==> src/rtl/reg_pkg.sv <==
// rtl/reg_pkg.sv - shared register-file widths, constants and writeback request type
package reg_pkg;

    localparam int DATA_W   = 64;
    localparam int ADDR_W   = 5;
    localparam int NUM_REGS = 32;

    localparam logic [ADDR_W-1:0] REG_ZERO = '0;

    typedef struct packed {
        logic              valid;
        logic [ADDR_W-1:0] rd;
        logic [DATA_W-1:0] data;
    } wb_req_t;

endpackage

==> src/rtl/reg_scoreboard.sv <==
// rtl/reg_scoreboard.sv - pending-LU-write scoreboard, outstanding counter and issue stall
module reg_scoreboard
    import reg_pkg::*;
#(
    parameter int ADDR_W          = reg_pkg::ADDR_W,
    parameter int MAX_OUTSTANDING = 4
) (
    input  logic                clk_i,
    input  logic                rst_i,
    input  logic                iss_valid_i,
    input  logic [ADDR_W-1:0]   iss_rs1_i,
    input  logic [ADDR_W-1:0]   iss_rs2_i,
    input  logic [ADDR_W-1:0]   iss_rd_i,
    input  logic                iss_long_i,
    input  logic                clr_i,
    input  logic [ADDR_W-1:0]   clr_rd_i,
    output logic                stall_o,
    output logic [NUM_REGS-1:0] busy_o
);

    localparam int CNT_W = $clog2(MAX_OUTSTANDING + 1);
    localparam logic [CNT_W-1:0] CNT_MAX = CNT_W'(MAX_OUTSTANDING);

    logic [NUM_REGS-1:0] busy_q;
    logic [NUM_REGS-1:0] busy_nxt;
    logic [CNT_W-1:0]    cnt_q;
    logic                accept;

    // Stall looks only at registered state, so a same-cycle clear does not unblock issue.
    assign stall_o = iss_valid_i & (busy_q[iss_rs1_i] | busy_q[iss_rs2_i] | busy_q[iss_rd_i]
                                    | (iss_long_i & (cnt_q == CNT_MAX)));
    assign accept  = iss_valid_i & ~stall_o & iss_long_i;
    assign busy_o  = busy_q;

    always_comb begin
        busy_nxt = busy_q;
        if (clr_i) begin
            busy_nxt[clr_rd_i] = 1'b0;
        end
        if (accept && (iss_rd_i != REG_ZERO)) begin
            busy_nxt[iss_rd_i] = 1'b1;
        end
        busy_nxt[0] = 1'b0;
    end

    always_ff @(posedge clk_i or negedge rst_i) begin
        if (!rst_i) begin
            busy_q <= '0;
            cnt_q  <= '0;
        end else begin
            busy_q <= busy_nxt;
            case ({accept, clr_i})
                2'b10:   if (cnt_q != CNT_MAX) cnt_q <= cnt_q + 1'b1;
                2'b01:   if (cnt_q != '0)      cnt_q <= cnt_q - 1'b1;
                default: cnt_q <= cnt_q;
            endcase
        end
    end

endmodule

==> src/rtl/reg_wb_scheduler.sv <==
// rtl/reg_wb_scheduler.sv - register file write-port arbiter (pipe WB vs LU); option WB_STARVE_GUARD_EN
module reg_wb_scheduler
    import reg_pkg::*;
#(
    parameter int DATA_W          = reg_pkg::DATA_W,
    parameter int ADDR_W          = reg_pkg::ADDR_W,
    parameter int MAX_OUTSTANDING = 4
`ifdef WB_STARVE_GUARD_EN
    ,
    parameter int STARVE_LIMIT    = 8
`endif
) (
    input  logic                clk_i,
    input  logic                rst_i,
    input  logic                iss_valid_i,
    input  logic [ADDR_W-1:0]   iss_rs1_i,
    input  logic [ADDR_W-1:0]   iss_rs2_i,
    input  logic [ADDR_W-1:0]   iss_rd_i,
    input  logic                iss_long_i,
    output logic                iss_stall_o,
    input  logic                pipe_wb_valid_i,
    input  logic [ADDR_W-1:0]   pipe_wb_rd_i,
    input  logic [DATA_W-1:0]   pipe_wb_data_i,
    input  logic                lu_wb_valid_i,
    input  logic [ADDR_W-1:0]   lu_wb_rd_i,
    input  logic [DATA_W-1:0]   lu_wb_data_i,
    output logic                lu_wb_ready_o,
    output logic                rf_we_o,
    output logic [ADDR_W-1:0]   rf_addr_o,
    output logic [DATA_W-1:0]   rf_data_o,
    output logic [NUM_REGS-1:0] busy_o,
    output logic                pipe_hold_o
);

    logic    lu_grant;
    wb_req_t win;

    assign lu_grant = lu_wb_valid_i & lu_wb_ready_o;

    reg_scoreboard #(
        .ADDR_W          (ADDR_W),
        .MAX_OUTSTANDING (MAX_OUTSTANDING)
    ) u_scoreboard (
        .clk_i       (clk_i),
        .rst_i       (rst_i),
        .iss_valid_i (iss_valid_i),
        .iss_rs1_i   (iss_rs1_i),
        .iss_rs2_i   (iss_rs2_i),
        .iss_rd_i    (iss_rd_i),
        .iss_long_i  (iss_long_i),
        .clr_i       (lu_grant),
        .clr_rd_i    (lu_wb_rd_i),
        .stall_o     (iss_stall_o),
        .busy_o      (busy_o)
    );

`ifdef WB_STARVE_GUARD_EN
    localparam int SW = $clog2(STARVE_LIMIT + 1);

    logic [SW-1:0] starve_q;
    logic          hold_q;

    // While hold is up the pipe is blanked upstream, so the LU owns the port.
    assign lu_wb_ready_o = lu_wb_valid_i & (~pipe_wb_valid_i | hold_q);
    assign pipe_hold_o   = hold_q;

    always_ff @(posedge clk_i or negedge rst_i) begin
        if (!rst_i) begin
            starve_q <= '0;
            hold_q   <= 1'b0;
        end else begin
            if (!lu_wb_valid_i || lu_grant) begin
                starve_q <= '0;
            end else if (starve_q != SW'(STARVE_LIMIT)) begin
                starve_q <= starve_q + 1'b1;
            end
            if (lu_grant) begin
                hold_q <= 1'b0;
            end else if (lu_wb_valid_i && (starve_q == SW'(STARVE_LIMIT - 1))) begin
                hold_q <= 1'b1;
            end
        end
    end
`else
    assign lu_wb_ready_o = lu_wb_valid_i & ~pipe_wb_valid_i;
    assign pipe_hold_o   = 1'b0;
`endif

    always_comb begin
        win = '0;
        if (lu_grant) begin
            win = '{valid: 1'b1, rd: lu_wb_rd_i, data: lu_wb_data_i};
        end else if (pipe_wb_valid_i) begin
            win = '{valid: 1'b1, rd: pipe_wb_rd_i, data: pipe_wb_data_i};
        end
    end

    // Writes to x0 still consume the grant but never assert the write enable.
    always_ff @(posedge clk_i or negedge rst_i) begin
        if (!rst_i) begin
            rf_we_o   <= 1'b0;
            rf_addr_o <= '0;
            rf_data_o <= '0;
        end else begin
            rf_we_o <= win.valid && (win.rd != REG_ZERO);
            if (win.valid) begin
                rf_addr_o <= win.rd;
                rf_data_o <= win.data;
            end
        end
    end

`ifndef SYNTHESIS
    a_pipe_wb_not_busy: assert property (@(posedge clk_i) disable iff (!rst_i)
        pipe_wb_valid_i |-> !busy_o[pipe_wb_rd_i]);
`endif

endmodule

==> config.mk <==
export PLATFORM = sky130hd
export DESIGN_NAME = reg_wb_scheduler
export DESIGN_NICKNAME = d
export VERILOG_FILES = /design/src/rtl/reg_pkg.sv /design/src/rtl/reg_scoreboard.sv /design/src/rtl/reg_wb_scheduler.sv
export SDC_FILE = /design/constraint.sdc
export NUM_CORES = 1
export LEC_CHECK = 0
export BUFFER_PORTS_ARGS = -buffer_cell sky130_fd_sc_hd__clkbuf_2
export CORE_UTILIZATION = 45
export DETAILED_ROUTE_END_ITERATION = 16
export PLACE_DENSITY_LB_ADDON = 0.15
export SLEW_MARGIN = 10
export SYNTH_ARGS = -nofsm -noshare
export SYNTH_HDL_FRONTEND = slang
export SYNTH_SLANG_ARGS = --single-unit
==> constraint.sdc <==
create_clock -name clk_i -period 7.6 [get_ports clk_i]
set_input_delay 0 -clock clk_i [delete_from_list [all_inputs] [get_ports clk_i]]
set_output_delay 0 -clock clk_i [all_outputs]
set_load 0.02 [all_outputs]
# Yosys cells after proc, flatten, opt, wreduce, memory -nomap -nowiden
# Index checks and enable logic that the tools add are counted.
# totals
ff_bits,104
# op_classes
addsub,2
order_cmp,6
eq_ne,6
muxes,17
n_bitwise,14
reduce_logical,9
# ops
cell,count
two-way mux 70 bit,2
two-way mux 32 bit,2
bitwise AND 32 bit,1
NOT 32 bit,1
OR 32 bit,1
less-than comparator 5 x 6 -> 1 bit (second input constant),4
binary-select mux 1 bit (select 5 bit),3
demux 1 bit (select 5 bit),2
greater-or-equal comparator 5 x 1 -> 1 bit (second input constant),2
nonzero test 5 bit,2
bitwise AND 1 bit,6
two-way mux 3 bit,2
one-hot mux 3 bit (2 select lines),1
two-way mux 1 bit,5
logical AND 1 bit,4
!= test 2 x 1 -> 1 bit (second input constant),2
adder 3 x 1 -> 3 bit (second input constant),1
== test 3 bit (second input constant),1
!= test 3 bit (second input constant),1
OR 1 bit,3
AND reduction 3 bit,1
nonzero test 3 bit,1
subtractor 3 x 1 -> 3 bit (second input constant),1
== test 2 x 1 -> 1 bit (second input constant),1
3 further kinds,4

# Depth between registers and ports, before layout
# Gate-level depths: netlist of run 1.
# logic_depth
depth_word,12
mapped_depth,12

# By module
# Synthesis of run 1 repeated with hierarchy kept, for this count alone.
# hier_totals
cells_unflattened,567
hier_area_um2,5848.1
# by_module_without_submodules
module,n_inst,cells_each,area_each_um2
reg_wb_scheduler,1,308,3248.1
reg_scoreboard,1,259,2600.0

# Worst setup path after synthesis of run 1
# OpenSTA, ideal clock, no wires.
# synth_timing
kind,register to register
from,register u_scoreboard.busy_q[15] (netlist: u_scoreboard.busy_o[15])
to,register u_scoreboard.cnt_q[2]
setup_time_ns,0.138
t_arrival_ns,2.586
t_required_ns,7.462
path_slack_ns,4.876
path_stages_with_launch,11
cell_sequence,dfrtp_1 > mux2i_1 > a311o_1 > a211oi_1 > nor4_4 > nand4_4 > nand2_1 > fa_1 > nor2_1 > o21ai_0 > mux4_2
# synth_between
elab_chain_len,12
# synth_rtl
element,line_no,source
start: declaration,reg_scoreboard.sv:24,logic [NUM_REGS-1:0] busy_q;
start signal: assignment,reg_scoreboard.sv:51,busy_q <= busy_nxt;
binary-select mux 1 bit (select 5 bit),reg_scoreboard.sv:30,assign stall_o = iss_valid_i & (busy_q[iss_rs1_i] | busy_q[iss_rs2_i] | busy_q[iss_rd_i]
two-way mux 1 bit (implied by the code),reg_scoreboard.sv:30,
OR 1 bit,reg_scoreboard.sv:30,
OR 1 bit *,reg_scoreboard.sv:30,
OR 1 bit *,reg_scoreboard.sv:31,| (iss_long_i & (cnt_q == CNT_MAX)));
bitwise AND 1 bit *,reg_scoreboard.sv:30,
NOT 1 bit *,reg_scoreboard.sv:32,assign accept = iss_valid_i & ~stall_o & iss_long_i;
bitwise AND 1 bit * (2 in series),reg_scoreboard.sv:32,
== test 2 x 1 -> 1 bit or == test 2 bit (tied branches),reg_scoreboard.sv:52,"case ({accept, clr_i})"
!= test 2 x 1 -> 1 bit (no line) or nonzero test 2 bit (tied branches),-,
AND reduction 3 bit (no line),-,
end signal: assignment,reg_scoreboard.sv:53,2'b10: if (cnt_q != CNT_MAX) cnt_q <= cnt_q + 1'b1;
end signal: assignment,reg_scoreboard.sv:54,2'b01: if (cnt_q != '0) cnt_q <= cnt_q - 1'b1;
end signal: assignment,reg_scoreboard.sv:55,default: cnt_q <= cnt_q;
end: declaration,reg_scoreboard.sv:26,logic [CNT_W-1:0] cnt_q;
# Mark *: on every way between the ends. The rest lies on a longest branch, timed or not. The select of a mux whose other input is x is not followed.
# A chain may end at the register's enable or synchronous reset.

# Worst setup path in the final report of run 1
# layout_timing
from,register u_scoreboard.busy_q[2] (netlist: u_scoreboard.busy_o[2])
to,register u_scoreboard.cnt_q[2]
# Same word-level chain as after synthesis.

==> out/qor.yml, run 1 <==
status: "completed"
drive_gt1_frac: 0.3308
crit_path_start: "u_scoreboard.busy_o[2]"
drt_wl_total_um: 20870
synth-main-ff-cell: "dfrtp_1"
cts_tree: "yes"
finalCritPeriodShare: 0.3767
tightest_slew_ns: 1.183
hpwlAfterDp_um: 13010
yosysSeqAreaShare: 0.4540
power_per_cell_area_mw_per_mm2: 199.4
post-place-cells: 952
required_ns: 7.81
coreArea_mm2: 0.01221
async_flop_share: 1.000
ys_warn_count: 0
cts_root_buffer: "clkbuf_16"
clock_latency_ns: 0.35
rsz0062_at_grt: "false"
synth.avg_cell_area_um2: 10.22
r2r_slack_ns: 4.74
hold_viol_final: 0
timing.rr.end: "u_scoreboard.cnt_q[2]"
setup_viol_count_final: 0
cp_max_fo: 9
track_usage: 0.3223
leakagePower_nw: 4.327
hold_path_end: "rf_we_o"
rr_worst_depth: 10
drt_pre_antenna_iters: 5
finalCriticalPeriod_ns: 2.863
cpPeakStageDelay_ns: 0.45
synth_seq_cells: 104
cp-start-kind: "flip-flop"
endpoint_kind: "flip-flop"
globalRouteOverflowTotal: 0
cts_resized: 0
slowest_stage: "mux4_2"
final_max_slew_viol_count: 0
wl_per_cell_um: 18.94
vias_per_cell: 5.528
start_util: 0.4695
drt_iter0_markers: 516
path_class: "flip-flop to flip-flop"
ioPinCount: 264
grt_pass1_vias: 6343
core.rowCount: 40
critPathBufInv: 0
hp-class: "input pin to flip-flop"
synth_cells: 561
final_area_mm2: 0.008716
worstHoldStart: "lu_wb_rd_i[0]"
syn_area_mm2: 0.005733
final_cells: 1102
area_delta_synth_final_pct: 52.03
finalPower_mw: 1.738
final_cell_mix: "clkbuf_2, dlygate4sd3_1, dfrtp_1"
place_congestion: 1.025
die_w_um: 114.9
diodes: 0
finClkSkew_ns: 0.01079
cts_hold_buf: 134
dieArea_mm2: 0.01320
tns_ns: 0
io_buffers: 261
cts_buffers: 9
maxCapViolations: 0
drtAntennaViolNets: 0
ctsHtreeMaxLevel: 3
grt_first_pass_wirelength_um: 32450
nNetsFinal: 1089
clkTransAtPathRegs_ns: 0.08
drcViolationCount: 0
grt_max_degree: 141
vdd.ir_drop.worst_mv: 0.09908
place_area_mm2: 0.007078
mostFrequentLayoutCell: "clkbuf_2"
synth-edff-count: 0
arrival_ns: 3.07
cts.sinks: 104
relSlewSlack: 0.2094
hold-path-cell-count: 3
crit_path_cell_trace: "mux2i_1 -> a311o_1 -> a211oi_1 -> nor4_4 -> nand4_4 -> nand2_1 -> fa_1 -> nor2_1 -> o21ai_0 -> mux4_2"
fmax_mhz: 349.3
vias: 6092
antenna_found_initial: 0
crit_family: "compound AO/OA/AOI/OAI gates"
synth.distinct_cells: 53
post-cts-setup-buffers: 0
die_y_um: 114.9
r2r_start: "u_scoreboard.busy_o[2]"
clk_path_buf_depth: 2
-- kinds of logic (layout without fill, tap and decap cells) --
family | after synthesis | count (layout) | share of synthesized area
adder cells (fa/ha/maj) | 1 | 1 | 0.003492
buffers and inverters | 53 | 425 | 0.04365
flip-flops | 104 | 104 | 0.4540
AND/OR/NAND/NOR | 148 | 148 | 0.1338
AO/OA/AOI/OAI | 147 | 147 | 0.1456
XOR/XNOR | 2 | 2 | 0.003056
multiplexers | 105 | 105 | 0.2158
other | 1 | 2 | 0.0006541
-- sequential cells by signal (all words and copies together), names as in the netlist --
name and flops:
rf_we_o 1, rf_addr_o 5, u_scoreboard.busy_o 31, u_scoreboard.cnt_q 3
rf_data_o 64
-- cell type report --
cell class                 instances  area (um^2)
clock buffer                      10        229.0
fill                             909         3496
timing repair buffer             399         2685
sequential                       104         2603
clock inverter                     6        67.56
inverter                          10        37.54
tap                              168        210.2
multi-input combinational        405         2884
-- how the worst max path moves through the flow --
stage | depth (start not counted) | slack [ns] | to
after floorplan | 10 | 4.88 | u_scoreboard.cnt_q[2]
after global placement | 8 | 4.84 | u_scoreboard.cnt_q[1]
after detailed placement | 10 | 4.76 | u_scoreboard.cnt_q[2]
after CTS | 7 | 4.73 | u_scoreboard.cnt_q[1]
after global routing | 10 | 4.56 | u_scoreboard.cnt_q[2]
final | 10 | 4.74 | u_scoreboard.cnt_q[2]
-- Yosys cell counts (2+ instances only) --
cell | count | share of area
nor3_1 | 2 | 0.0017
a22oi_1 | 4 | 0.0052
buf_2 | 8 | 0.0070
a311o_1 | 2 | 0.0035
a32o_1 | 3 | 0.0052
clkbuf_1 | 22 | 0.014
xnor2_1 | 2 | 0.0031
nor3b_1 | 5 | 0.0065
nand2b_1 | 3 | 0.0033
buf_1 | 5 | 0.0033
a211oi_1 | 2 | 0.0026
nand3_1 | 9 | 0.0079
or3_1 | 5 | 0.0055
and2b_1 | 2 | 0.0026
inv_1 | 10 | 0.0065
mux2i_1 | 87 | 0.15
buf_4 | 5 | 0.0065
a21oi_1 | 3 | 0.0026
dfrtp_1 | 104 | 0.45
o21ai_2 | 5 | 0.0076
buf_6 | 3 | 0.0059
a22o_1 | 5 | 0.0076
mux4_2 | 12 | 0.047
nor2_1 | 6 | 0.0039
mux2_2 | 4 | 0.0079
and4_1 | 2 | 0.0031
nor2b_1 | 5 | 0.0055
o21ai_0 | 97 | 0.085
or3b_2 | 3 | 0.0046
nand2_1 | 83 | 0.054
nand4b_1 | 4 | 0.0061
and3_1 | 3 | 0.0033
nand3b_1 | 8 | 0.010
o21ai_1 | 19 | 0.017
-- where the power goes --
part           internal (mW)  leakage [nW]  total [mW]  switching (mW)
Sequential             0.629          1.29       0.717          0.0878
Clock                  0.257         0.139       0.472           0.215
Combinational          0.258          2.90       0.549           0.290
-- worst register-to-register path: stages (launching register included) --
cell and delay, ns:
dfrtp_1 0.42, mux2i_1 0.09, a311o_1 0.35, a211oi_1 0.38, nor4_4 0.12, nand4_4 0.18, nand2_1 0.09, fa_1 0.39
nor2_1 0.16, o21ai_0 0.10, mux4_2 0.45
-- per-layer routing --
metal,track usage,vias up,part of all wire,routed length (um)
met5,0,-,0,0
met4,0.1489,0,0.038,800
met3,0.06958,59,0.070,1461
met2,0.5566,301,0.50,10530
met1,0.3851,2968,0.39,8073
li1,-,2764,-,-
-- metrics by stage --
stage               hold WS [ns]  setup WS [ns]    util
finish                   0.03867          4.737  0.7137
global route             0.05924          4.561  0.7137
CTS                      0.03153          4.731  0.7137
detailed placement       0.03813          4.762  0.5796
global placement         0.03160          4.840  0.5796
floorplan                -0.2956          4.876       -
No activity file was read; power rests on OpenSTA's default activity.
==> run 2, diff against run 1 <==
--- a/config.mk
+++ b/config.mk
@@ -6,7 +6,7 @@
 export NUM_CORES = 1
 export LEC_CHECK = 0
 export BUFFER_PORTS_ARGS = -buffer_cell sky130_fd_sc_hd__clkbuf_2
-export CORE_UTILIZATION = 45
+export CORE_UTILIZATION = 43
 export DETAILED_ROUTE_END_ITERATION = 16
 export PLACE_DENSITY_LB_ADDON = 0.15
 export SLEW_MARGIN = 10
==> constraint.sdc (replaced) <==
create_clock -name clk_i -period 2.5 [get_ports clk_i]
set_input_delay 0 -clock clk_i [delete_from_list [all_inputs] [get_ports clk_i]]
set_output_delay 0 -clock clk_i [all_outputs]
set_load 0.02 [all_outputs]
==> out/qor.yml, run 2 (synthesis results as in run 1) <==
hp-class: "input pin to flip-flop"
multi_input_area_mm2: 0.002988
cpPeakStageDelay_ns: 0.51
ioPinCount: 264
status: "complete, but fails checks"
hpwlAfterDp_um: 14760
largest_reg_flops: 64
cts_buffers: 9
grt_pass1_vias: 6999
setup_viol_count_final: 8
cts_root_buffer: "clkbuf_16"
vias_per_cell: 5.518
die_w_um: 117.5
crit_path_cell_trace: "mux4_2 -> nor2_4 -> a211oi_2 -> nor4_4 -> nand4_4 -> nand2_2 -> fa_2 -> nand2_2 -> mux4_2"
diodes: 0
crit_family: "multiplexers"
die_y_um: 117.5
drt_pre_antenna_iters: 5
mostFrequentLayoutCell: "clkbuf_2"
endpoint_kind: "flip-flop"
largest-register: "rf_data_o"
place_area_mm2: 0.007566
hold_viol_final: 0
dieArea_mm2: 0.01380
path_class: "flip-flop to flip-flop"
violations: "setup timing"
core.rowCount: 41
cp-start-kind: "flip-flop"
power_per_cell_area_mw_per_mm2: 598.4
drt_wl_total_um: 23440
fin_ws_ns: -0.09176
grt_first_pass_wirelength_um: 36630
post-place-cells: 1010
track_usage: 0.3433
clock_latency_ns: 0.36
pre_cts_slack_ns: -0.2404
relSlewSlack: 0.1951
final_cells: 1163
coreArea_mm2: 0.01282
cp_max_fo: 5
globalRouteOverflowTotal: 0
clkTransAtPathRegs_ns: 0.07
drcViolationCount: 0
antenna_found_initial: 0
io_buffers: 261
finalCritPeriodShare: 1.037
wl_per_cell_um: 20.16
final_area_mm2: 0.009290
rsz0062_at_grt: "true"
ctsHtreeMaxLevel: 3
required_ns: 2.73
vdd.ir_drop.worst_mv: 0.3240
ff_latch_area_mm2: 0.002633
drtAntennaViolNets: 0
leakagePower_nw: 4.608
finalPower_mw: 5.560
drt_iter0_markers: 380
nNetsFinal: 1146
grt_max_degree: 141
slowest_stage: "mux4_2"
critPathBufInv: 0
cts_tree: "yes"
fmax_mhz: 385.8
fillCellCount: 912
maxCapViolations: 0
tightest_slew_ns: 1.207
area_delta_synth_final_pct: 62.05
finClkSkew_ns: 0.01283
drive_gt1_frac: 0.4137
cts.sinks: 104
vias: 6417
final_cell_mix: "clkbuf_2, dlygate4sd3_1, o21ai_0"
final_max_slew_viol_count: 0
finalCriticalPeriod_ns: 2.592
arrival_ns: 2.82
clk_path_buf_depth: 2
start_util: 0.4470
place_congestion: 0.9774
## run 2: cell count changes in the layout (fill, tap and decap cells not counted), moves of 3 or more
| cell | change |
|---|---|
| buf_4 | +52 |
| dfrtp_1 | -24 |
| dfrtp_2 | +24 |
| o21ai_1 | -6 |
| o21ai_2 | +6 |
| buf_6 | +3 |
| clkbuf_1 | +3 |
## run 2: metal layers
metal | share of wire | wire length (um) | global-route usage | vias to the layer above
li1 | - | - | - | 2874
met3 | 0.068 | 1602 | 0.07267 | 95
met1 | 0.38 | 8817 | 0.3896 | 3130
met4 | 0.048 | 1114 | 0.1843 | 0
met2 | 0.51 | 11910 | 0.6039 | 318
met5 | 0 | 0 | 0 | -
## run 2: what timing repair did
action                                  CTS  global route
pin swaps                                 6             7
setup buffers                             3             0
endpoints found under the hold margin   102             0
cloned                                    0             0
gates resized for setup                  10            15
hold buffers                            134             0
endpoints found under the setup margin   22            27
## run 2: through the flow
step / setup TNS [ns] / hold slack [ns] / util
final: -0.2622 / 0.02955 / 0.7244
after global routing: -1.332 / 0.06712 / 0.7244
after CTS: -0.1325 / 0.02624 / 0.7202
after detailed placement: -0.9745 / -0.02573 / 0.5900
after global placement: -0.08343 / -0.03209 / 0.5900
after floorplan: -0.09062 / -0.2956 / -
## run 2: final cells by class
type,count,area share
clock buffer,14,0.02734
clock inverter,2,0.001481
inverter,10,0.004040
multi-input combinational,405,0.3216
sequential,104,0.2834
tap,172,0.02316
timing repair buffer,456,0.3390
## run 2: worst reg2reg max path, delay by kind of cell (launching register included)
family | cells | cell delay (ns)
simple gates | 5 | 0.79
fa+ha+maj | 1 | 0.23
flops | 1 | 0.43
mux | 2 | 0.96
compound gates | 1 | 0.06
## run 2: worst paths after layout
kind	startpoint	end	slack (ns)	depth (start not counted)
setup / recovery	u_scoreboard.busy_o[12]	u_scoreboard.cnt_q[2]	-0.09	9
hold / removal	lu_wb_rd_i[0]	rf_addr_o[0]	0.03	3
setup reg to reg	u_scoreboard.busy_o[12]	u_scoreboard.cnt_q[2]	-0.09	9
hold reg to reg	u_scoreboard.busy_o[12]	u_scoreboard.busy_o[12]	0.56	1
max in group asynchronous	rst_i	u_scoreboard.busy_o[7]	1.61	3
min in group asynchronous	rst_i	rf_data_o[17]	0.13	2
## run 2: power breakdown
group | switching [mW] | total, mW | internal (mW) | leakage [nW]
clock | 0.638 | 1.35 | 0.708 | 0.131
sequential | 0.177 | 2.11 | 1.93 | 1.26
combinational | 1.09 | 2.11 | 1.02 | 3.22
==> run 3, diff against run 2 <==
--- a/config.mk
+++ b/config.mk
@@ -6,7 +6,7 @@
 export NUM_CORES = 1
 export LEC_CHECK = 0
 export BUFFER_PORTS_ARGS = -buffer_cell sky130_fd_sc_hd__clkbuf_2
-export CORE_UTILIZATION = 43
+export CORE_UTILIZATION = 45
 export DETAILED_ROUTE_END_ITERATION = 16
 export PLACE_DENSITY_LB_ADDON = 0.15
 export SLEW_MARGIN = 10
==> constraint.sdc (replaced) <==
create_clock -name clk_i -period 3.28 [get_ports clk_i]
set_input_delay 0 -clock clk_i [delete_from_list [all_inputs] [get_ports clk_i]]
set_output_delay 0 -clock clk_i [all_outputs]
set_load 0.02 [all_outputs]
==> out/qor.yml, run 3 (synthesis results as in run 1) <==
largest_reg_flops: 64
drt_pre_antenna_iters: 5
setup_viol_count_final: 0
grt_first_pass_wirelength_um: 32920
clock_latency_ns: 0.35
ctsHtreeMaxLevel: 3
nNetsFinal: 1095
finalCritPeriodShare: 0.9079
diodes: 0
vdd.ir_drop.worst_mv: 0.4135
cts_tree: "yes"
rsz0062_at_grt: "false"
status: "completed"
power_per_cell_area_mw_per_mm2: 460.0
fin_util: 0.7177
cts_resized: 0
pre_cts_slack_ns: 0.3420
fin_ws_ns: 0.3022
cp-start-kind: "flip-flop"
wl_per_cell_um: 19.16
critPathBufInv: 0
vias: 6130
hpwlAfterDp_um: 13450
ioPinCount: 264
finalCriticalPeriod_ns: 2.978
core.rowCount: 40
tightest_slew_ns: 1.114
slowest_stage: "mux4_1"
die_y_um: 114.9
mostFrequentLayoutCell: "clkbuf_2"
path_class: "flip-flop to flip-flop"
fillCellCount: 909
io_buffers: 261
maxCapViolations: 0
start_util: 0.4695
final_cell_mix: "clkbuf_2, dlygate4sd3_1, dfrtp_1"
cp_max_fo: 9
tns_ns: 0
drtAntennaViolNets: 0
crit_family: "compound AO/OA/AOI/OAI gates"
grt_max_degree: 137
leakagePower_nw: 4.357
fmax_mhz: 335.8
clk_path_buf_depth: 2
cts.sinks: 104
coreArea_mm2: 0.01221
cpPeakStageDelay_ns: 0.51
drt_iter0_markers: 415
dieArea_mm2: 0.01320
endpoint_kind: "flip-flop"
cts_buffers: 9
final_max_slew_viol_count: 0
crit_path_cell_trace: "mux4_1 -> a22o_1 -> nor4_4 -> nand4_4 -> nand2_1 -> fa_1 -> a2111oi_1"
largest-register: "rf_data_o"
required_ns: 3.47
globalRouteOverflowTotal: 0
area_delta_synth_final_pct: 52.88
drive_gt1_frac: 0.3330
finClkSkew_ns: 0.006904
die_w_um: 114.9
arrival_ns: 3.17
hp-class: "input pin to flip-flop"
drt_wl_total_um: 21230
r2r_slack_ns: 0.30
track_usage: 0.3310
cts_root_buffer: "clkbuf_16"
antenna_found_initial: 0
grt_pass1_vias: 6316
drcViolationCount: 0
hold_viol_final: 0
vias_per_cell: 5.532
place_congestion: 0.9873
relSlewSlack: 0.2574
clkTransAtPathRegs_ns: 0.07
run 3: cell count changes in the layout (fill, tap and decap cells not counted), sizes merged:
cell	delta
clkbuf	-1
clkinv	+1
buf	-53
clkinvlp	+1
inv	-1
dlygate4sd3	+2
run 3: cell type report:
type                       instances  area (um^2)  share of cell area
multi-input combinational        405         2884              0.3291
timing repair buffer             405         2735              0.3121
sequential                       104         2603              0.2969
clock buffer                      13        270.3             0.03084
tap                              168        210.2             0.02398
inverter                          10        37.54            0.004283
clock inverter                     3        25.02            0.002855
run 3: path summary, 6_finish.rpt:
path | cells past startpoint | to | start
worst max register to register | 7 | u_scoreboard.cnt_q[1] | u_scoreboard.busy_o[17]
worst min-delay path | 3 | rf_addr_o[1] | lu_wb_rd_i[1]
min in group asynchronous | 2 | rf_data_o[19] | rst_i
worst max-delay path | 7 | u_scoreboard.cnt_q[1] | u_scoreboard.busy_o[17]
worst min register to register | 2 | rf_addr_o[1] | rf_addr_o[1]
max in group asynchronous | 3 | u_scoreboard.busy_o[27] | rst_i
run 3: stage by stage:
stage | hold slack (ns) | power (mW) | instances | cell area [um^2]
after global routing | 0.03910 | 4.219 | 1108 | 8765
after floorplan | -0.2956 | 2.301 | 562 | 5737
after detailed placement | 0.006437 | 2.763 | 956 | 7108
after global placement | 0.006988 | 2.719 | 956 | 7108
after CTS | 0.008529 | 4.010 | 1108 | 8765
final | 0.02463 | 4.032 | 1108 | 8765
run 3: tightest hold or removal path, delay by kind of cell:
family	cells	cell delay (ns)
buffers and inverters	1	0.13
AOI/OAI and AO/OA	1	0.08
muxes	1	0.13
run 3: layer usage:
layer	wire length [um]	track usage
met1	7985	0.3831
met2	10660	0.5723
met3	1592	0.08065
met4	992	0.1680
met5	0	0
run 3: power by group:
group | internal [mW] | leakage, nW | switching, mW
Combinational | 0.604 | 2.92 | 0.689
Clock | 0.581 | 0.142 | 0.500
Sequential | 1.46 | 1.29 | 0.200
Total | 2.64 | 4.36 | 1.39
run 3: what timing repair did:
item                                   CTS  global route
buffers inserted                         0             0
endpoints found under the hold margin  106             0
hold buffers                           136             0
